===== config.mk =====
export PLATFORM = sky130hd
export DESIGN_NAME = tree_arbiter_param
export DESIGN_NICKNAME = d
export VERILOG_FILES = /design/src/rtl/tree_arbiter_param.sv
export SDC_FILE = /design/constraint.sdc
export NUM_CORES = 1
export LEC_CHECK = 0
export CORE_MARGIN = 2
export CORE_UTILIZATION = 49
export DETAILED_ROUTE_END_ITERATION = 6
export PLACE_DENSITY = 0.76
export SETUP_SLACK_MARGIN = 0.5
export SLEW_MARGIN = 15
export SYNTH_ARGS = -nofsm -noshare
export SYNTH_HDL_FRONTEND = slang
export SYNTH_SLANG_ARGS = --single-unit

===== constraint.sdc =====
create_clock -name clk -period 1.41 [get_ports clk]
set_clock_uncertainty 0.05 [all_clocks]
set_input_delay 0.2115 -clock clk [delete_from_list [all_inputs] [get_ports clk]]
set_output_delay 0.2115 -clock clk [all_outputs]
set_load 0.02 [all_outputs]

===== src/rtl/tree_arbiter_param.sv =====
// tree_arbiter_param: binary tree of 2-way arbitration cells granting one of 2**LEVELS clients.
// Optional macro TREE_ARB_EXT_ROOT_EN exposes root_req/root_ack to cascade into an outer arbiter.
module tree_arbiter_param #(
    parameter int LEVELS        = 3,
    parameter int PRIORITY_MODE = 0,
    parameter int ID_W          = LEVELS
) (
    input  logic                 clk,
    input  logic                 rst,
    input  logic [2**LEVELS-1:0] req,
    output logic [2**LEVELS-1:0] ack,
    output logic                 grant_valid,
    output logic [ID_W-1:0]      grant_id
`ifdef TREE_ARB_EXT_ROOT_EN
    ,
    output logic                 root_req,
    input  logic                 root_ack
`endif
);
    localparam int N = 2**LEVELS;
    typedef enum logic [2:0] {I1 = 3'd0, I2 = 3'd1, R1 = 3'd2, R2 = 3'd3, A1 = 3'd4, A2 = 3'd5} state_t;
    // Heap numbering: node 1 is the root, node n feeds from 2n/2n+1, clients are nodes N..2N-1.
    state_t st [1:N-1];
    logic [2*N-1:1] up, dn;
    always_comb begin
        up = '0;
        for (int n = 1; n < N; n++) up[n] = st[n] inside {R1, R2, A1, A2};
        up[2*N-1:N] = req;
    end
    always_comb begin
        dn = '0;
`ifdef TREE_ARB_EXT_ROOT_EN
        dn[1] = root_ack;
`else
        dn[1] = up[1];
`endif
        for (int n = 1; n < N; n++) begin
            dn[2*n]   = st[n] == A1;
            dn[2*n+1] = st[n] == A2;
        end
    end
    assign ack         = dn[2*N-1:N];
    assign grant_valid = |ack;
`ifdef TREE_ARB_EXT_ROOT_EN
    assign root_req    = up[1];
`endif
    always_comb begin
        grant_id = '0;
        for (int i = 0; i < N; i++) if (ack[i]) grant_id = grant_id | ID_W'(i);
    end
    always_ff @(posedge clk) begin
        for (int n = 1; n < N; n++) begin
            if (rst) st[n] <= I1;
            else begin
                case (st[n])
                    I1:      st[n] <= up[2*n] ? R1 : up[2*n+1] ? R2 : I1;
                    I2:      st[n] <= up[2*n+1] ? R2 : up[2*n] ? R1 : I2;
                    R1:      st[n] <= dn[n] ? A1 : R1;
                    R2:      st[n] <= dn[n] ? A2 : R2;
                    A1:      st[n] <= up[2*n] ? A1 : (PRIORITY_MODE == 1 ? I1 : I2);
                    A2:      st[n] <= up[2*n+1] ? A2 : I1;
                    default: st[n] <= I1;
                endcase
            end
        end
    end
endmodule

==> results of run 1 <==
[synthesized netlist by cell type (2+ instances only)]
master    number  area, um2
edfxtp_1      21      630.6
nor4b_1        2      17.52
o211ai_1       2      15.01
nor2b_1       10      62.56
nand3_1        6      30.03
nand2b_1       6      37.54
ha_1           6      75.07
a21boi_0       2      15.01
a21oi_1       10      50.05
xnor2_1        2      17.52
o21ai_0       10      50.05
nor3_1         6      30.03
inv_1         11      41.29
or3_1          2      12.51
a31oi_1        2      12.51
nor4_1         2      12.51
nor2_1        21      78.83
o31ai_1        3      22.52
nand2_1        4      15.01
nor3b_1        3      22.52
[per-stage QoR]
| step | cell area (um2) | hold slack (ps) |
|---|---|---|
| after floorplan | 1708 | 383.1 |
| after global placement | 2277 | 549.1 |
| after detailed placement | 2277 | 570.3 |
| after CTS | 2774 | 510.6 |
[timing repair]
action / in CTS
setup buffers: 22
pin swaps: 18
gates resized for setup: 120
endpoints found under the setup margin: 45
hold endpoints to repair: 0
[cell families after synthesis]
group	count (synthesis)	share of synthesized area
buffers and inverters	15	0.04343
AOI/OAI and AO/OA	42	0.1821
DFF	21	0.4210
adders and majority gates	6	0.05012
and+or+nand+nor	73	0.2765
muxes	1	0.006684
xor gates and xnor gates	3	0.01755
other	1	0.002504
==> impl.org, run 1 <==
** Place
- The congestion estimate from routability-driven global placement came to 0.8611.
- The number of placed instances, taps included, is ~270.
- During placement, the flow inserted port buffers numbering 21.
- Once detailed placement completed, the half-perimeter wirelength came to ~3100 um.
- Worst Setup Slack post-DPL :: -560.1 ps

** Floorplan
- IO Pins :: 22
- Measured along the y axis, the die boundary spans about 59 um.
- Die width :: ~59 um
- Standard-cell row count :: 20
- The initial utilization of the core area, before any placement, comes to 0.5029.

** STA
- Worst-path endpoint after global-route repair_timing :: grant_id[0]
- Worst endpoint type :: primary output

** Yosys
- Async S/R FF share, synth :: 0
- For this run, the register share of the synthesized area comes to 0.4211.
- Count of mapped cells out of synthesis :: roughly 160
- Synthesized area divided by synthesized cell count :: 9.245 um2
- Total standard cell area after synthesis :: 0.001498 mm2
- During synthesis, Yosys emitted a total of 0 warnings.
- Post-synth EDFFs :: 21
- Counting flops and latches in the post-synthesis netlist gives 21.
- In the synthesized netlist the dominant register cell turns out to be edfxtp_1.
- The netlist uses 51 different library cells.

** Status
- The first error in the log reads "[ERROR DPL-0038] Utilization greater than 100%, impossible to legalize".
- Progress stopped at global routing (5_1_grt).
- The run stopped with a tool error.

** Clock tree
- In this run the deepest clock path goes through 2 buffers.
- Clock H-tree levels :: 1
- The tree is rooted in a clkbuf_4.
- # clock sinks :: 21
- Counting the buffers created by CTS gives 3.
- Count of hold buffers inserted by post-cts repair :: 0

** Global routing
- Maximum number of pins on one net before global-route repair :: 12
==> run 2: changes to the inputs <==
--- a/config.mk
+++ b/config.mk
@@ -6,10 +6,9 @@
 export NUM_CORES = 1
 export LEC_CHECK = 0
 export CORE_MARGIN = 2
-export CORE_UTILIZATION = 49
+export CORE_UTILIZATION = 40
 export DETAILED_ROUTE_END_ITERATION = 6
-export PLACE_DENSITY = 0.76
-export SETUP_SLACK_MARGIN = 0.5
+export PLACE_DENSITY_LB_ADDON = 0.15
 export SLEW_MARGIN = 15
 export SYNTH_ARGS = -nofsm -noshare
 export SYNTH_HDL_FRONTEND = slang
==> constraint.sdc (replaced) <==
create_clock -name clk -period 1.8 [get_ports clk]
set_clock_uncertainty 0.05 [all_clocks]
set_input_delay 0.27 -clock clk [delete_from_list [all_inputs] [get_ports clk]]
set_output_delay 0.27 -clock clk [all_outputs]
set_load 0.02 [all_outputs]
==> impl.org, run 2 <==
** Power and ir drop
- In this run the power density over the cells is 674.3 mW/mm2.
- For this design the static power due to leakage is about 0.91 nW.
- Maximum ir drop on the vdd rail :: about 0.46 mV

** Global routing
- GRT Total Usage :: 0.1720
- The number of global-route vias before repair is about 1400.
- Global-route wire length before repair :: roughly 5800 um
- Entering global routing, the biggest net connects 13 pins.
- Initial antenna violation count :: 0
- Total congestion overflow :: 0

** Yosys
- The mapped cell area came to 0.001498 mm2 (unchanged).
- Synthesized area divided by synthesized cell count :: 9.245 um2 (unchanged)
- The proportion of netlist area held by the largest area contributor was 0.4211 (unchanged).
- In the synthesized netlist, the cells that appear most often are edfxtp_1 (21), nor2_1 (21), inv_1 (11).
- Area leader, netlist :: edfxtp_1
- Count of state elements after synthesis :: 21 (unchanged)
- The number of warnings reported in the yosys synthesis log is 0 (unchanged).
- Most common flop cell mapped by yosys :: edfxtp_1
- Post-synth EDFFs :: 21 (unchanged)
- By area the synthesized netlist is led by edfxtp_1 (42%), nor2_1 (5.3%), ha_1 (5.0%).
- Async S/R FF share, synth :: 0 (unchanged)
- The share of the yosys chip area belonging to registers was 0.4211 (unchanged).
- The number of distinct library cells after synthesis is 51 (unchanged).
- The gate count of the mapped netlist is 162 (unchanged).

** Drt
- After detailed routing, the number of vias per cell comes to 5.227.
- In the final routed layout, each cell accounts on average for 12.64 um.
- DRC errors left :: 0
- Vias post-DR :: about 1400
- The routed design has ~3500 um of wire.
- The detail route stage leaves a number of antenna-violating nets equal to 0.
- The first detailed-routing pass took 4 iterations.
- In this run, the number of DRC markers left after iteration 0 of detailed routing was 144.

** Layout
- Fill cell total of the finished layout :: about 320
- For this run, the share of the core covered by cells in the final layout is 0.5820.
- Number of flip-flops in the largest register :: 21
- Final #Nets :: ~240
- Largest register by flop count :: st
- Biggest registers after layout :: st x21
- Across the whole layout, storage elements account for between 600 and 700 um2.
- Commonest non-fill, non-tap cells in the layout :: buf_4 (32), edfxtp_1 (21), nor2_1 (19), o21ai_0 (10), a21oi_1 (10)
- Diode insertion count for antenna repair :: 0
- The library cell used most frequently in the layout, excluding fill and tap cells, is buf_4.
- From synthesis to final layout, the design area changed by 41.19%.
- Of the cells placed in the final design, the portion with a size suffix greater than 1 is 0.2711.
- In the final layout, the multi-input gates occupy between 800 and 900 um2.

** Flow run
- Max cap viols :: 0

** Clock tree
- The clock sink total is 21 (unchanged).
- CTS buffer count :: 3 (unchanged)
- In this run the clock root is driven by a clkbuf_8.
- Clock Tree Buf Depth :: 2 (unchanged)
- Clk_lat worst skew :: around 260 ps
- Clock H-tree levels :: 1 (unchanged)
- The count of hold-fix buffers inserted at cts is 0 (unchanged).
- Clock tree from TritonCTS :: built
- After clock tree synthesis, the clock-pin slew on the worst setup and hold paths is approximately 80 ps.

** Worst setup path
- For the worst setup path, the data required time is between 1000 and 1500 ps.
- Largest stage delay, worst path :: roughly 500 ps
- Buffers plus inverters on the worst setup path :: 1
- Category of cells accounting for the largest share of critical-path delay :: simple AND/OR/NAND/NOR gates
- The setup path with the least slack is of type flop to output pin.
- Register-to-register setup slack :: roughly 120 ps
- Largest driver fanout on the critical path :: 2
- Walking the worst path, the cells encountered are nor2b_4 -> and2_4 -> or4_4 -> buf_6.
- Kind of end point of the critical path :: output pin
- CP max stage cell :: or4_4
- STA classifies the critical path startpoint as a flop.
- STA puts the critical path data arrival time at roughly 1600 ps.

** STA
- RSZ-0062 raised after global routing :: yes
- Final hold violations :: 0
- Max Fclk :: approximately 520 MHz
- Final Setup Violations :: 2
- Worst setup margin :: -112.3 ps
- The routed design could run at a clock period as short as between 1500 and 2000 ps.
- Final count of pins violating max slew :: 0
- Of the available clock period, the critical path in the final layout requires 1.062.

** Status
- The final reports fail on setup timing.
- The run finished, with violations left.

** Place
- The count of buffers inserted at the top-level ports was 21 (unchanged).
- The global placement routability congestion is 0.9205 (+6.9%).
- The pre-CTS setup slack is -250.4 ps (+309.7 ps).
- Post-detail-place hpwl :: 2657 um (-15%)

** Worst hold path
- The tightest min-delay check is of the flop to flop type.

** Floorplan
- The die covers between 0.004 and 0.005 mm2.
- The site row count came to 22 (+10%).
- Core box area :: 0.003633 mm2
- The die extent in y came to 65.19 um (+10%).
- The floorplan die width came to 65.19 um (+10%).
- The boundary pin count is 22 (unchanged).
- Starting Density :: 0.4122 (-0.09075)
[run 2: cell counts after synthesis]
Identical to the previous run, type by type.
[run 2: cell families (layout without fill, tap and decap cells)]
kind of cell / after synthesis / count (layout) / share of synthesized area
flip-flops: 21 / 21 / 0.4210
buffers and inverters: 15 / 70 / 0.04343
other: 1 / 9 / 0.002504
AND/OR/NAND/NOR: 73 / 73 / 0.2765
adder cells (fa/ha/maj): 6 / 6 / 0.05012
AO/OA/AOI/OAI: 42 / 42 / 0.1821
XOR/XNOR: 3 / 3 / 0.01755
multiplexers: 1 / 1 / 0.006684
[run 2: per-layer routing]
layer | part of all wire | vias up | GRT usage
met5 | 0 | - | 0
met4 | 0.0090 | 0 | 0.05208
met3 | 0.032 | 4 | 0.02055
met2 | 0.49 | 29 | 0.2997
met1 | 0.47 | 674 | 0.2230
li1 | - | 720 | -
[run 2: final timing paths]
check / from / end / depth (start not counted)
worst min-delay path: st[0][3]$_SDFFCE_PP0P_ / st[0][7]$_SDFFCE_PP0P_ / 1
worst min register to register: st[0][3]$_SDFFCE_PP0P_ / st[0][7]$_SDFFCE_PP0P_ / 1
worst max register to register: st[0][14]$_SDFFCE_PP0P_ / st[0][13]$_SDFFCE_PP0P_ / 4
worst max-delay path: st[0][14]$_SDFFCE_PP0P_ / grant_id[0] / 4
[run 2: stage by stage]
stage / setup TNS [ps] / power (mW) / instances / cell area, um2 / hold WS, ps
floorplan: 0 / 0.9377 / 170 / 1528 / 441.6
global placement: -952.8 / 1.083 / 264 / 1988 / 603.8
detailed placement: -1501 / 1.102 / 264 / 1988 / 619.5
CTS: -256.7 / 1.410 / 269 / 2032 / 638.3
global route: -287.2 / 1.510 / 273 / 2115 / 694.4
finish: -207.4 / 1.426 / 273 / 2115 / 641.1
[run 2: final cells by class]
| cell class | count | share of cell area |
|---|---|---|
| Clock buffer | 3 | 0.01953 |
| Clock inverter | 1 | 0.002367 |
| Inverter | 12 | 0.02130 |
| Multi-Input combinational cell | 134 | 0.4243 |
| Sequential cell | 21 | 0.2982 |
| Tap cell | 48 | 0.02840 |
| Timing Repair Buffer | 54 | 0.2059 |
[run 2: where the power goes]
group / leakage, nW / switching [mW] / total (mW) / internal, mW
Clock: 0.0255 / 0.162 / 0.316 / 0.154
Combinational: 0.652 / 0.204 / 0.414 / 0.210
Sequential: 0.233 / 0.0805 / 0.696 / 0.615
[run 2: timing repair]
action | 4_1_cts | 5_1_grt
gates resized for setup | 23 | 29
pin swaps | 0 | 4
setup buffers | 1 | 4
endpoints found under the setup margin | 12 | 9
[run 2: worst reg2reg max path, cell delays in order (launching register included)]
cell and delay, ps:
edfxtp_1 400, buf_4 150, buf_4 140, or4b_1 530, o311a_1 150
(Power assumes the default switching activity.)
==> run 3: changes to the inputs <==
--- a/config.mk
+++ b/config.mk
@@ -5,10 +5,9 @@
 export SDC_FILE = /design/constraint.sdc
 export NUM_CORES = 1
 export LEC_CHECK = 0
-export CORE_MARGIN = 2
-export CORE_UTILIZATION = 40
+export CORE_AREA = 2 2 63 65
 export DETAILED_ROUTE_END_ITERATION = 6
-export PLACE_DENSITY_LB_ADDON = 0.15
+export DIE_AREA = 0 0 65 67
 export SLEW_MARGIN = 15
 export SYNTH_ARGS = -nofsm -noshare
 export SYNTH_HDL_FRONTEND = slang
==> impl.org, run 3 (synthesis results as in run 2) <==
** Status
- The flow ran to the end, but the final reports show violations.
- The final reports fail on setup timing.

** Clock tree
- Clock H-tree levels :: 1 (unchanged)
- The clock latency at the later pin of the worst-skew pair came to 250 ps (about the same).
- Clock Tree Buf Depth :: 2 (unchanged)
- The clock sink total was 21 (unchanged).
- The clock-pin transition on the worst setup and hold timing paths came to 70 ps (about the same).
- TritonCTS built the clock tree.
- The number of CTS-inserted buffers is 3 (unchanged).
- The cell sitting at the root of the clock tree is a clkbuf_8.
- The count of hold-fix buffers inserted at cts is 0 (unchanged).

** STA
- The final worst setup slack came to -128.4 ps (-16.15 ps).
- The count of endpoints failing setup in the final report was 2 (unchanged).
- The setup total negative slack is -239.2 ps (-31.82 ps).
- The maximum clock frequency is 518.6 MHz (-0.84%).
- Setup repair after global routing could not meet its margin everywhere.
- Shortest clock period the worst path allows after layout :: 1928 ps (+16.15 ps)
- Final worst-path cycle share :: 1.071 (+0.008973)
- Final count of pins violating max slew :: 0 (unchanged)
- The count of endpoints failing hold in the final timing report was 0 (unchanged).

** Worst setup path
- The data arrival time at the worst-slack endpoint was 1610 ps (+20 ps).
- Buffers plus inverters on the worst setup path :: 1 (unchanged)
- The biggest cell delay along the critical path came to 520 ps (+20 ps).
- Required time at the worst-slack endpoint :: 1480 ps (about the same)
- The worst setup path is launched from a flop.
- Critical path class :: flop to output pin
- Traced cell by cell, the critical path runs through nor2b_4 -> and2_4 -> or4_4 -> buf_6.
- Register-to-register setup slack :: 20 ps (-100 ps)
- Kind of end point of the critical path :: output pin
- Among all stages on the critical path, the largest delay is contributed by or4_4.
- Category of cells accounting for the largest share of critical-path delay :: simple AND/OR/NAND/NOR gates
- The worst-path maximum fanout was 2 (unchanged).

** Global routing
- The initial antenna violation count came to 0 (unchanged).
- The remaining global-route overflow is 0 (unchanged).
- GRT Total Usage :: 0.1655 (-0.006438)
- The number of global-route vias before repair is 1358 (+0.37%).
- Maximum number of pins on one net before global-route repair :: 12 (-1)
- The wire length of the first global-routing pass is 5651 um (-2.8%).

** Drt
- The violation count after the first detailed-route iteration is 100 (-31%).
- Number of detailed-routing iterations run before antenna repair :: 4 (unchanged)
- Vias post-DR :: 1414 (-0.91%)
- The post-detailed-route wirelength per cell is 12.57 um (-0.53%).
- The DRC violation count after routing came to 0 (unchanged).
- The via-per-instance ratio was 5.199 (-0.55%).
- The final routed wirelength across all metal layers came to 3420 um (-0.90%).
- The remaining antenna violation count after routing was 0 (unchanged).

** Layout
- Largest register by flop count :: st
- Final #Nets :: 241 (-0.41%)
- Number of flip-flops in the largest register :: 21 (unchanged)
- Fill cell total of the finished layout :: 314 (-3.1%)
- The area growth from synthesis to layout is 40.77%.
- Diode insertion count for antenna repair :: 0 (unchanged)
- The layout cell share with drive strength beyond 1 is 0.2411 (-0.03004).
- The largest registers in the layout are st x21.
- The count of non-filler cells in the finished layout was 272 (-0.37%).
- The library cell used most frequently in the layout, excluding fill and tap cells, is buf_4.
- Commonest non-fill, non-tap cells in the layout :: buf_4 (30), nor2_1 (21), edfxtp_1 (21)

** Floorplan
- The initial core utilization is 0.4153 (+0.003147).
- The core footprint is 0.003606 mm2 (-0.76%).
- The floorplan die area is 0.004355 mm2 (+2.5%).
- The die extent in y was 67 um (+2.8%).
- The floorplan die width is 65 um (-0.29%).
- Standard-cell row count :: 22 (unchanged)
- IO Pins :: 22 (unchanged)

** Power and ir drop
- The maximum ir drop on the vdd rail is 0.6057 mV (+30%).
- Leakage component of the power :: 0.9145 nW (+0.40%)
- The power per unit of standard cell area is 671.4 mW/mm2 (-0.44%).

** Worst hold path
- The worst hold path belongs to the class flop to flop.

** Place
- Final weighted congestion of routability-driven global placement :: 0.8102 (-12%)
- Post-placement cell count :: 263 (-0.38%)
- The count of buffers inserted at the top-level ports was 21 (unchanged).
- The half-perimeter wire length after placement came to 2646 um (-0.40%).

** Flow run
- Max cap viols :: 0 (unchanged)
run 3: cell count changes in the layout (fill, tap and decap cells not counted), moves of 2 or more:
cell	delta
nor2_2	-2
buf_4	-2
buf_6	+2
nor2_1	+2
run 3: per-stage QoR:
step / utilization / hold slack [ps] / area (um2) / total power, mW / worst slack [ps]
after global placement: 0.5493 / 597.6 / 1981 / 1.077 / -221.3
after detailed placement: 0.5493 / 627.8 / 1981 / 1.098 / -260.2
after floorplan: - / 441.6 / 1528 / 0.9377 / 100.5
final: 0.5847 / 646.9 / 2108 / 1.415 / -128.4
after CTS: 0.5545 / 647.4 / 1999 / 1.401 / -156.8
after global routing: 0.5847 / 683.1 / 2108 / 1.519 / -175.9
run 3: worst register-to-register path: cells and delay by family, from the launching register on:
family                     cells  cell delay (ps)
and+or+nand+nor                2              600
DFF                            1              450
buffers and inverters          2              320
adders and majority gates      1              190
run 3: what timing repair did:
item | in CTS | in global routing
gates resized for setup | 21 | 29
setup endpoints to repair | 12 | 8
buffers inserted | 0 | 5
pin swaps | 0 | 1
run 3: worst paths after layout:
path	from	end	cells after the start
hold reg to reg	st[0][3]$_SDFFCE_PP0P_	st[0][7]$_SDFFCE_PP0P_	1
setup reg to reg	st[0][16]$_SDFFCE_PP0P_	st[0][16]$_SDFFCE_PP0P_	5
setup / recovery	st[0][14]$_SDFFCE_PP0P_	grant_id[0]	4
hold / removal	st[0][3]$_SDFFCE_PP0P_	st[0][7]$_SDFFCE_PP0P_	1
run 3: final cells by class:
cell class | count | area (um2) | share of cell area
multi-input combinational | 134 | 892.1 | 0.4231
clock buffer | 4 | 45.04 | 0.02137
inverter | 12 | 45.04 | 0.02137
tap | 48 | 60.06 | 0.02849
timing repair buffer | 53 | 435.4 | 0.2065
sequential | 21 | 630.6 | 0.2991
run 3: power by group:
part           internal (mW)  total, mW  switching (mW)
registers              0.615      0.697          0.0816
logic                  0.210      0.412           0.202
clock network          0.157      0.307           0.149
total                  0.983       1.42           0.433
run 3: routing by layer:
metal | track usage | part of all wire | routed length, um
met1 | 0.2019 | 0.45 | 1554
met2 | 0.3015 | 0.50 | 1696
met3 | 0.02365 | 0.043 | 148
met4 | 0.04787 | 0.0058 | 20
met5 | 0 | 0 | 0
==> run 4: changes to the inputs <==
--- a/config.mk
+++ b/config.mk
@@ -8,6 +8,7 @@
 export CORE_AREA = 2 2 63 65
 export DETAILED_ROUTE_END_ITERATION = 6
 export DIE_AREA = 0 0 65 67
+export GPL_TIMING_DRIVEN = 0
 export SLEW_MARGIN = 15
 export SYNTH_ARGS = -nofsm -noshare
 export SYNTH_HDL_FRONTEND = slang
==> impl.org, run 4 (synthesis results as in run 2) <==
** Status
- The run finished, with violations left.
- Violated checks :: setup timing

** Floorplan
- The boundary pin count came to 22 (unchanged).
- The initial core utilization came to 0.4153 (unchanged).
- The site row count came to 22 (unchanged).
- Height of the die :: 67 um (unchanged)
- The floorplan die width came to 65 um (unchanged).
- Die Outline Area :: 0.004355 mm2 (unchanged)
- The core footprint was 0.003606 mm2 (unchanged).

** Global routing
- GRT Total Usage :: 0.1649 (-0.0006632)
- The pin count of the biggest net entering global routing came to 13 (+1).
- Initial antenna violation count :: 0 (unchanged)
- The remaining global-route overflow came to 0 (unchanged).
- The number of global-route vias before repair is 1278 (-5.9%).
- Global-route wire length before repair :: 5547 um (-1.8%)

** STA
- Relative slew margins :: 0.6573
- The number of slew-limit violations in the final report came to 0 (unchanged).
- Final hold violations :: 0 (unchanged)
- Shortest clock period the worst path allows after layout :: 1966 ps (+37.33 ps)
- RSZ-0062 raised after global routing :: yes
- Worst setup margin :: -165.8 ps (-37.33 ps)
- Final Setup Violations :: 2 (unchanged)
- The share of the clock period used by the worst path after layout came to 1.092 (+0.02074).
- The maximum clock frequency came to 508.7 MHz (-1.9%).
- At the pin with the least slew margin, the transition time is slightly above 500 ps.

** Worst setup path
- In this run the critical register-to-register path is captured at st[0][13]$_SDFFCE_PP0P_.
- Critical path class :: flop to output pin
- In this run the critical register-to-register path is launched from st[0][14]$_SDFFCE_PP0P_.
- The worst reg2reg path depth was 4 (-1).
- Largest driver fanout on the critical path :: 2 (unchanged)
- Critical path arrival :: 1650 ps (+40 ps)
- The data required time at the worst endpoint came to 1480 ps (about the same).
- The worst-case register-to-register setup slack was 100 ps (+80 ps).
- Kind of end point of the critical path :: output pin
- Element type at the critical path start :: flop

** Clock tree
- # clock sinks :: 21 (unchanged)
- Count of hold buffers inserted by post-cts repair :: 0 (unchanged)
- CTS buffer count :: 3 (unchanged)
- Clock-pin slew on the worst setup and hold paths :: 80 ps (about the same)
- Clock tree from TritonCTS :: built
- The number of H-tree levels came to 1 (unchanged).
- Clk_lat worst skew :: 270 ps (+20 ps)
- The deepest clock path buffer count was 2 (unchanged).
- Root Driver :: clkbuf_8

** Flow run
- The max capacitance violation total came to 0 (unchanged).

** Power and ir drop
- The power per unit of standard cell area is 709.4 mW/mm2 (+5.7%).
- The leakage power total is 0.8233 nW (-10%).
- The maximum ir drop on the vdd rail was 0.4425 mV (-27%).
- Overall power of the completed layout :: 1.398 mW (-1.2%)
- The proportion of power drawn by flip-flops and latches came to 0.504 (+0.012).
- The proportion of power drawn by the clock network came to 0.227 (+0.010).
- The switching power share of the total is 0.3219 (+0.01620).
- The internal cell power was 0.9480 mW (-3.5%).
- The power share of the combinational group was 0.269 (-0.022).
- The switching power came to 0.4500 mW (+4.0%).

** Drt
- The via-per-instance ratio was 5.375 (+3.4%).
- Detailed Route WL :: 3452 um (+0.94%)
- DRT antenna net count :: 0 (unchanged)
- Detailed-route wire length per cell :: 13.48 um (+7.2%)
- The violation count after the first detailed-route iteration came to 53 (-47%).
- The DRC violation count after routing was 0 (unchanged).
- Vias post-DR :: 1376 (-2.7%)
- The detailed-routing iteration count for the pre-antenna-repair pass was 4 (unchanged).

** Worst hold path
- The startpoint identified for the worst hold timing path is rst.
- Worst Hold Endpoint :: st[0][10]$_SDFFCE_PP0P_
- The min-delay analysis places its worst path in the category primary input to flop.
- The number of cells on the worst hold path is 3 (+2).

** Layout
- The multi-input logic area was 872.1 um2 (-2.2%).
- Diode insertion count for antenna repair :: 0 (unchanged)
- The utilization after layout came to 0.5465 (-0.03817).
- The layout cell share with drive strength beyond 1 was 0.1779 (-0.06319).
- Footprint of the flip-flops and latches :: 630.6 um2 (unchanged)
- The number of flip-flops under the largest register name is 21 (unchanged).
- Fill cell total of the finished layout :: 345 (+9.9%)
- The register with the most flip-flops in the final layout is st.
- Biggest registers after layout :: st x21
- The net total in the final layout came to 225 (-6.6%).
- The top cell types in the final layout, fill and taps aside, are nor2_1 (21), edfxtp_1 (21), buf_4 (12), o21ai_0 (10), a21oi_1 (10).
- Synth-to-layout area growth :: 31.58%

** Place
- Worst Setup Slack post-DPL :: -401.7 ps (-141.5 ps)
- The global placement routability congestion is 0.7511 (-7.3%).
- Post-detail-place hpwl :: 2440 um (-7.8%)
- The count of buffers inserted at the top-level ports came to 20 (-4.8%).
-- run 4: cell count changes in the layout (fill, tap and decap cells not counted), sizes merged --
cell,change
clkdlybuf4s15,+3
clkinv,+1
dlygate4sd2,-1
clkbuf,-1
buf,-17
clkdlybuf4s50,-1
-- run 4: cell type report --
cell class,instances,share of cell area
well taps,48,0.03048
clock buffers,3,0.02095
multi-input cells,134,0.4425
inverters,12,0.02286
clock inverters,1,0.002540
flip-flops and latches,21,0.3200
repair buffers,34,0.1505
plain buffers,3,0.01016
-- run 4: metal layers --
metal  track usage  wire [um]  share of wire  vias up
met5             0          0              0        -
met4       0.03989         31         0.0090        0
met3       0.03716        138          0.040        5
met2        0.2977       1682           0.49       25
met1        0.1979       1599           0.46      652
li1              -          -              -      694
-- run 4: power by group through the flow --
stage | combinational, mW | clock, mW | sequential, mW
CTS | 0.363 | 0.324 | 0.700
detailed placement | 0.336 | 0 | 0.723
global route | 0.422 | 0.345 | 0.716
floorplan | 0.244 | 0 | 0.694
global placement | 0.324 | 0 | 0.715
finish | 0.376 | 0.317 | 0.705
-- run 4: worst max path at each step --
stage / start / endpoint / slack (ps) / cells past startpoint
2_1_floorplan: st[0][17]$_SDFFCE_PP0P_ / grant_id[0] / 100 / 4
3_3_place_gp: st[0][14]$_SDFFCE_PP0P_ / grant_id[0] / -390 / 4
3_5_place_dp: st[0][14]$_SDFFCE_PP0P_ / grant_id[0] / -400 / 4
4_1_cts: st[0][14]$_SDFFCE_PP0P_ / grant_id[0] / -200 / 4
5_1_grt: st[0][14]$_SDFFCE_PP0P_ / grant_id[0] / -190 / 4
6_report: st[0][14]$_SDFFCE_PP0P_ / grant_id[0] / -170 / 4
-- run 4: metrics by stage --
step                      std cells  hold slack (ps)  instance area (um2)  TNS [ps]
after detailed placement        238            611.0                 1788    -726.5
after global routing            256            405.6                 1971    -329.3
after floorplan                 170            441.6                 1528         0
after global placement          238            606.2                 1788    -703.4
after CTS                       252            394.2                 1919    -288.6
final                           256            391.5                 1971    -254.5
-- run 4: what timing repair did --
item / in CTS / in global routing
buffers inserted: 10 / 4
pin swaps: 0 / 2
gates resized for setup: 26 / 19
setup endpoints to repair: 12 / 9
hold endpoints to repair: 0 / 0
-- run 4: worst max-delay path, cell delays in order, from the launching register on --
cell	delay (ps)
edfxtp_1	420
nor2b_4	150
and2_4	160
or4_4	500
buf_6	140
